### config.mk
export PLATFORM = sky130hd
export DESIGN_NAME = ysyx_22050019_if_id_fifo
export DESIGN_NICKNAME = d
export VERILOG_FILES = /design/src/rtl/ysyx_22050019_if_id_fifo.sv
export SDC_FILE = /design/constraint.sdc
export NUM_CORES = 1
export LEC_CHECK = 0
export ABC_AREA = 1
export CAP_MARGIN = 30
export CORE_ASPECT_RATIO = 2
export CORE_UTILIZATION = 40
export CTS_BUF_LIST = sky130_fd_sc_hd__clkbuf_4 sky130_fd_sc_hd__clkbuf_8
export CTS_CLUSTER_DIAMETER = 150
export DETAILED_ROUTE_END_ITERATION = 10
export PLACE_DENSITY = 0.71
export RECOVER_POWER = 50
export SETUP_SLACK_MARGIN = 0.05
export SLEW_MARGIN = 25
export SYNTH_ARGS = -nofsm -noshare
export SYNTH_HDL_FRONTEND = slang
export SYNTH_SLANG_ARGS = --single-unit
export TNS_END_PERCENT = 20
### constraint.sdc
create_clock -name clk -period 9.73 [get_ports clk]
set_input_delay 1.946 -clock clk [delete_from_list [all_inputs] [get_ports clk]]
set_output_delay 1.946 -clock clk [all_outputs]
set_load 0.05 [all_outputs]
### src/rtl/ysyx_22050019_if_id_fifo.sv
// ysyx_22050019_if_id_fifo
// Fetch queue between the IFU and the IDU. Each committed fetch (PC plus
// 32-bit instruction) is captured on the IFU commit strobe into a small
// circular buffer. Entries go to the decoder in order through a valid/ready
// handshake. The IFU is back-pressured through pc_stall_o. A downstream
// redirect (flush_i) drops everything queued.
//
// Ports:
//   clk         clock, rising edge
//   rst_n       synchronous reset, active-high despite the name
//   in_valid    fetch commit strobe from the IFU
//   in_pc       PC of the committed instruction
//   in_inst     committed instruction
//   in_ready    queue can accept (not full)
//   pc_stall_o  stall to the IFU (full)
//   flush_i     redirect: drop all entries
//   out_valid   head entry valid
//   out_pc      head PC, 0 when empty
//   out_inst    head instruction, NOP_INST when empty
//   out_ready   IDU accepts the head this cycle
//   count_o     current occupancy
module ysyx_22050019_if_id_fifo #(
  parameter int          DEPTH    = 2,
  parameter logic [31:0] NOP_INST = 32'h0000_0013
) (
  input  logic                       clk,
  input  logic                       rst_n,
  input  logic                       in_valid,
  input  logic [63:0]                in_pc,
  input  logic [31:0]                in_inst,
  output logic                       in_ready,
  output logic                       pc_stall_o,
  input  logic                       flush_i,
  output logic                       out_valid,
  output logic [63:0]                out_pc,
  output logic [31:0]                out_inst,
  input  logic                       out_ready,
  output logic [$clog2(DEPTH):0]     count_o
);

  localparam int AW = $clog2(DEPTH);
  localparam int CW = AW + 1;

  logic [63:0]   pc_mem_q   [DEPTH];
  logic [31:0]   inst_mem_q [DEPTH];
  logic [AW-1:0] wr_ptr_q, wr_ptr_d;
  logic [AW-1:0] rd_ptr_q, rd_ptr_d;
  logic [CW-1:0] count_q, count_d;

  logic full;
  logic empty;
  logic push;
  logic pop;

  assign full  = (count_q == CW'(DEPTH));
  assign empty = (count_q == '0);

  // Flush wins over both handshakes; a same-cycle fetch is never recorded.
  assign push = in_valid & ~full & ~flush_i;
  assign pop  = ~empty & out_ready & ~flush_i;

  always_comb begin
    wr_ptr_d = wr_ptr_q;
    rd_ptr_d = rd_ptr_q;
    count_d  = count_q;
    if (flush_i) begin
      wr_ptr_d = '0;
      rd_ptr_d = '0;
      count_d  = '0;
    end else begin
      // DEPTH is a power of two, so pointer overflow is the wrap.
      if (push) wr_ptr_d = wr_ptr_q + AW'(1);
      if (pop)  rd_ptr_d = rd_ptr_q + AW'(1);
      case ({push, pop})
        2'b10:   count_d = count_q + CW'(1);
        2'b01:   count_d = count_q - CW'(1);
        default: count_d = count_q;
      endcase
    end
  end

  always_ff @(posedge clk) begin
    if (rst_n) begin
      wr_ptr_q <= '0;
      rd_ptr_q <= '0;
      count_q  <= '0;
    end else begin
      wr_ptr_q <= wr_ptr_d;
      rd_ptr_q <= rd_ptr_d;
      count_q  <= count_d;
    end
  end

  // Storage is deliberately unreset; outputs are masked while empty.
  always_ff @(posedge clk) begin
    if (push && !rst_n) begin
      pc_mem_q[wr_ptr_q]   <= in_pc;
      inst_mem_q[wr_ptr_q] <= in_inst;
    end
  end

  assign in_ready   = ~full;
  assign pc_stall_o = full;
  assign out_valid  = ~empty;
  assign out_pc     = empty ? 64'h0 : pc_mem_q[rd_ptr_q];
  assign out_inst   = empty ? NOP_INST : inst_mem_q[rd_ptr_q];
  assign count_o    = count_q;

endmodule

==> summary.md, run 1 <==
| Metric | Value |
|---|---|
| Final setup violation count | 0 |
| CTS resizes | 0 |
| Fin. Hold Viols | 0 |
| Synth Cell Area | 0.00760 mm^2 |
| H-Tree Depth | 4 |
| TritonCTS clock tree | done |
| Vias in the first global route | 5050 |
| Final WS setup | 4150 ps |
| DRC | 0 |
| Worst min path class | register to register |
| Tcrit/Tclk final | 0.573 |
| ANT nets after route | 0 |
| Status | complete, but fails checks |
| Pwr Density | 160 mW/mm^2 |
| Final Critical Period | 5580 ps |
| Critical path endpoint category | register |
| WL final | 17200 um |
| WP data required | 9820 ps |
| Static leakage | 3.43 nW |
| Crit path DAT | 5660 ps |
| Die W | 99.5 um |
| Max_slew headroom | -0.469 |
| Maximum VDD drop | 87.2 uV |
| Max-cap viol count | 2 |
| Tot Pwr | 0.00163 W |
| Failing checks | capacitance limit, slew limit |
| Largest net degree at the start of global routing | 97 |
| Final setup skew | 11.6 ps |
| Clock root cell | clkbuf_8 |
| ANT cells | 0 |
| Global route overflow | 0 |
| Setup_tns | 0 ps |
| RSZ-0062 raised after global routing | false |
| Initial DRC Count | 213 |
| I/O pin count | 202 |
| DP Wirelength | 11400 um |
| Routed wire per std cell | 16.9 um |
| CP Launch Type | input port |
| Max FO, Critical Path | 59 |
| First-pass GRT wire length | 26000 um |
| Synth cell types | 18 |
| Clk buf depth | 2 |
| Yosys Warn Count | 0 |
| Port buffer count | 201 |
| Worst Tran Pin Value | 2200 ps |
| Placed inst area | 0.00979 mm^2 |
| Via count | 4938 |
| Core region area | 0.0187 mm^2 |
| Area delta synth->final | 34.0% |
| Seq/Total Area, Yosys | 0.772 |
| Layout cells sized above 1 | 0.0929 |
| Post-layout util | 0.543 |
| Fin area | 0.0102 mm^2 |
| Kind of critical path | input port to register |
| CTS clk-pin slew, worst paths | 90 ps |
| Die height | 197 um |
| Standard-cell rows | 71 |
| Post-CTS Setup Bufs | 0 |
| Die Footprint | 0.0196 mm^2 |
| Via density | 4.85 |
| Syn_nets | 656 |
| Worst slack at placement | 4940 ps |
| Clock tree sinks | 197 |
| Total Nets Final | 853 |
| TritonCTS buffer count | 17 |
| Yosys reg bits | 197 |
| Worst-skew pair later-pin latency | 460 ps |
| GP Congestion | 0.788 |
| Syn Area/Cell | 13.7 um^2 |
| Initial antenna violation count | 4 |
| Overall fraction of global-route tracks in use | 0.181 |
| Fmax | 0.179 GHz |
| First-pass DRT Iterations | 4 |
| Fin. max-slew vios | 39 |
| Initial Util | 0.405 |
| Cells after Synth | 554 |
| Hold Buf Count CTS | 0 |
==> flip-flops by register name, indices dropped and copies added (netlist names), named ones only <==
signal,flops
count_o,2
inst_mem_q,64
wr_ptr_q,1
rd_ptr_q,1
pc_mem_q,128
==> synthesized netlist by cell type, drive strengths merged <==
cell type | instances | area share
nand2 | 200 | 0.099
edfxtp | 192 | 0.76
a21oi | 95 | 0.077
buf | 31 | 0.033
nor2 | 12 | 0.0069
inv | 10 | 0.0053
dfxtp | 5 | 0.013
nand3 | 5 | 0.0033
ha | 1 | 0.0016
nor3 | 1 | 0.00066
o21ai | 1 | 0.00066
or2 | 1 | 0.00082
==> worst paths after layout <==
kind | from | end | slack (ps) | cells past startpoint
min | rd_ptr_q$_SDFFE_PP0P_ | rd_ptr_q$_SDFFE_PP0P_ | 510 | 2
max | flush_i | pc_mem_q[0][43]$_DFFE_PP_ | 4150 | 6
max reg2reg | count_o[0]$_SDFFE_PP0P_ | pc_mem_q[0][43]$_DFFE_PP_ | 5720 | 6
min reg2reg | rd_ptr_q$_SDFFE_PP0P_ | rd_ptr_q$_SDFFE_PP0P_ | 510 | 2
==> layout make-up <==
cell class	count	area [um^2]
fill	1578	8560
timing repair buffer	209	2100
sequential	197	5870
clock buffer	20	256
multi-input combinational	316	1450
tap	255	319
clock inverter	12	155
inverter	10	40.0
==> kinds of logic (layout without fill, tap and decap cells) <==
group / count (synthesis) / in the layout / synth area share
AO/OA/AOI/OAI: 96 / 96 / 0.0780
flip-flops: 197 / 197 / 0.772
buffers and inverters: 41 / 251 / 0.0379
adder cells (fa/ha/maj): 1 / 1 / 0.00165
AND/OR/NAND/NOR: 219 / 219 / 0.110
==> metal layers <==
| layer | vias up | track usage | share of wire |
|---|---|---|---|
| met5 | - | 0 | 0.0030 |
| met4 | 8 | 0.112 | 0.048 |
| met3 | 54 | 0.0454 | 0.048 |
| met2 | 164 | 0.330 | 0.56 |
| met1 | 2383 | 0.180 | 0.34 |
| li1 | 2329 | - | - |
==> power by group <==
group	internal (W)	switching (W)	total (W)
clock	0.000263	0.000274	0.000537
combinational	0.0000553	0.0000896	0.000145
sequential	0.000948	0.00000496	0.000953
==> critical path, cell delays in order <==
cell and delay [ps]:
dlygate4sd3_1 570, nor2_1 290, inv_1 110, nor3_1 210, clkbuf_1 1590, buf_4 850
==> placed cells by master, fill, tap and decap left out, types with 4 or more instances in the layout <==
cell type,instances
nor2_1,10
nand2_1,200
inv_1,7
edfxtp_1,192
dlygate4sd3_1,97
nand3_1,5
clkbuf_8,17
buf_4,4
dfxtp_1,4
clkdlybuf4s50_1,104
a21oi_1,65
a21oi_2,30
==> through the flow <==
| step | instances | hold slack, ps |
|---|---|---|
| after detailed placement | 986 | 495 |
| final | 1019 | 513 |
| after CTS | 1018 | 519 |
| after global routing | 1019 | 554 |
| after global placement | 984 | 482 |
| after floorplan | 554 | 465 |
Power figures use the tool's default switching activity.
==> run 2, diff against run 1 <==
clock period = 4.6 ns   (was 9.73 ns; I/O delays follow)
==> summary.md, run 2 (synthesis gave the netlist of run 1 again) <==
| Metric | Value |
|---|---|
| Status | complete, but fails checks (unchanged) |
| Failing checks | capacitance limit, slew limit (unchanged) |
| Die W | 99.5 um (unchanged) |
| GP Congestion | 0.775 (was 0.788) |
| Number of flip-flops in the largest register | 128 (unchanged) |
| Fmax | 0.250 GHz |
| Most common cell after layout, fill and taps aside | nand2_1 (unchanged) |
| Vias in the first global route | 5190 (was 5050) |
| ANT nets after route | 0 (unchanged) |
| RSZ-0062 raised after global routing | false (unchanged) |
| Final setup violation count | 0 (unchanged) |
| Overall fraction of global-route tracks in use | 0.177 (was 0.181) |
| Initial DRC Count | 188 (was 213) |
| Layout cells sized above 1 | 0.0929 (unchanged) |
| Hold Buf Count CTS | 0 (unchanged) |
| Clock tree sinks | 197 (unchanged) |
| Via density | 4.79 (was 4.85) |
| Worst path slowest cell | clkbuf_1 (unchanged) |
| TritonCTS buffer count | 17 (unchanged) |
| Max incr delay on CP | 1780 ps (was 1590 ps) |
| CTS resizes | 0 (unchanged) |
| Post-CTS Setup Bufs | 0 (unchanged) |
| First-pass GRT wire length | 25600 um (was 26000 um) |
| Area delta synth->final | 33.5% (was 34.0%) |
| Family with the most delay on the worst path | buffers and inverters (unchanged) |
| Standard-cell rows | 71 (unchanged) |
| Global route overflow | 0 (unchanged) |
| Die height | 197 um (unchanged) |
| Maximum VDD drop | 209 uV (was 87.2 uV) |
| Port buffer count | 201 (unchanged) |
| Buf+Inv Stages, Crit Path | 3 (was 4) |
| Worst min path class | register to register (unchanged) |
| Top reg by flops | pc_mem_q (unchanged) |
| Fin. Hold Viols | 0 (unchanged) |
| Initial antenna violation count | 10 (was 4) |
| Tcrit/Tclk final | 0.869 |
| Most frequent cells in the layout | 200 x nand2_1, 192 x edfxtp_1, 103 x clkdlybuf4s50_1 (was 200 x nand2_1, 192 x edfxtp_1, 104 x clkdlybuf4s50_1) |
| Worst Tran Pin Value | 2470 ps (was 2200 ps) |
| Setup_tns | 0 ps (unchanged) |
| Cells after DPL | 987 (was 986) |
| Pwr Density | 328 mW/mm^2 (was 160 mW/mm^2) |
| Total Nets Final | 854 (was 853) |
| Final Critical Period | 4000 ps |
| Core region area | 0.0187 mm^2 (unchanged) |
| Non-Filler Instances | 1027 (was 1019) |
| Initial Util | 0.405 (unchanged) |
| Max_slew headroom | -0.647 (was -0.469) |
| I/O pin count | 202 (unchanged) |
| Crit path cell chain | dlygate4sd3_1, nor2_1, inv_1, nor3_1, clkbuf_1 (was dlygate4sd3_1, nor2_1, inv_1, nor3_1, clkbuf_1, buf_4) |
| Kind of critical path | input port to register (unchanged) |
| WP data required | 4620 ps (was 9820 ps) |
| Die Footprint | 0.0196 mm^2 (unchanged) |
| DP Wirelength | 11200 um (was 11400 um) |
| Max FO, Critical Path | 43 (was 59) |
| Largest net degree at the start of global routing | 97 (unchanged) |
| Routed wire per std cell | 16.6 um (was 16.9 um) |
| Via count | 4920 (was 4938) |
| Clk buf depth | 2 (unchanged) |
| DRC | 0 (unchanged) |
| TritonCTS clock tree | done (unchanged) |
| Max-cap viol count | 2 (unchanged) |
| Clock root cell | clkbuf_8 (unchanged) |
| Crit path DAT | 4020 ps (was 5660 ps) |
| CP Launch Type | input port (unchanged) |
| Worst-skew pair later-pin latency | 450 ps (was 460 ps) |
| H-Tree Depth | 4 (unchanged) |
| CTS clk-pin slew, worst paths | 90 ps (about the same) |
| First-pass DRT Iterations | 4 (unchanged) |
| Fin. max-slew vios | 88 (was 39) |
| Final setup skew | 13.0 ps (was 11.6 ps) |
| Critical path endpoint category | register (unchanged) |
| WL final | 17000 um (was 17200 um) |
| Fill cells | 1551 (was 1578) |
| Static leakage | 3.41 nW (was 3.43 nW) |
-- run 2: report_power, final --
group | switching (W) | total, W | internal (W)
Clock | 0.000582 | 0.00101 | 0.000429
Sequential | 0.0000100 | 0.00201 | 0.00200
Combinational | 0.000187 | 0.000304 | 0.000117
-- run 2: through the flow --
stage	hold WS, ps	util	total power (W)	instance area, um^2	setup slack, ps
3_3_place_gp	489	0.521	0.00237	9770	1340
6_report	538	0.541	0.00333	10100	601
5_1_grt	583	0.541	0.00345	10100	458
4_1_cts	552	0.540	0.00338	10100	795
3_5_place_dp	524	0.521	0.00238	9770	1310
2_1_floorplan	465	-	0.00222	7610	392
-- run 2: cell type report --
| type | instances | area, um^2 | area share |
|---|---|---|---|
| timing repair buffer | 210 | 2090 | 0.206 |
| sequential | 197 | 5870 | 0.578 |
| antenna | 8 | 20.0 | 0.00197 |
| clock inverter | 13 | 110 | 0.0109 |
| inverter | 10 | 40.0 | 0.00395 |
| tap | 255 | 319 | 0.0314 |
| clock buffer | 18 | 241 | 0.0238 |
| multi-input combinational | 316 | 1460 | 0.143 |
-- run 2: final timing paths --
| check | depth (start not counted) | startpoint | slack, ps | end |
|---|---|---|---|---|
| setup / recovery | 5 | flush_i | 600 | pc_mem_q[0][49]$_DFFE_PP_ |
| hold / removal | 2 | wr_ptr_q$_SDFFE_PP0P_ | 540 | wr_ptr_q$_SDFFE_PP0P_ |
| setup reg to reg | 5 | count_o[0]$_SDFFE_PP0P_ | 1270 | pc_mem_q[0][49]$_DFFE_PP_ |
| hold reg to reg | 2 | wr_ptr_q$_SDFFE_PP0P_ | 540 | wr_ptr_q$_SDFFE_PP0P_ |
-- run 2: worst register-to-register path, cell delays in order (launching register included) --
cell      delay (ps)
dfxtp_1          470
nor2_2            90
nor2_1           200
clkinv_1         110
nor3_1           220
clkbuf_1        1780
-- run 2: layer usage --
layer,wire length [um],vias up,track usage
met5,22,-,0
met4,553,4,0.0948
met2,9400,176,0.329
met3,974,36,0.0535
met1,6090,2357,0.169
li1,-,2347,-
==> run 3, diff against run 2 <==
GPL_ROUTABILITY_DRIVEN = 0   (was not set)
==> results of run 3 <==
The final DEF is identical to that of run 2; final timing and power are the same.
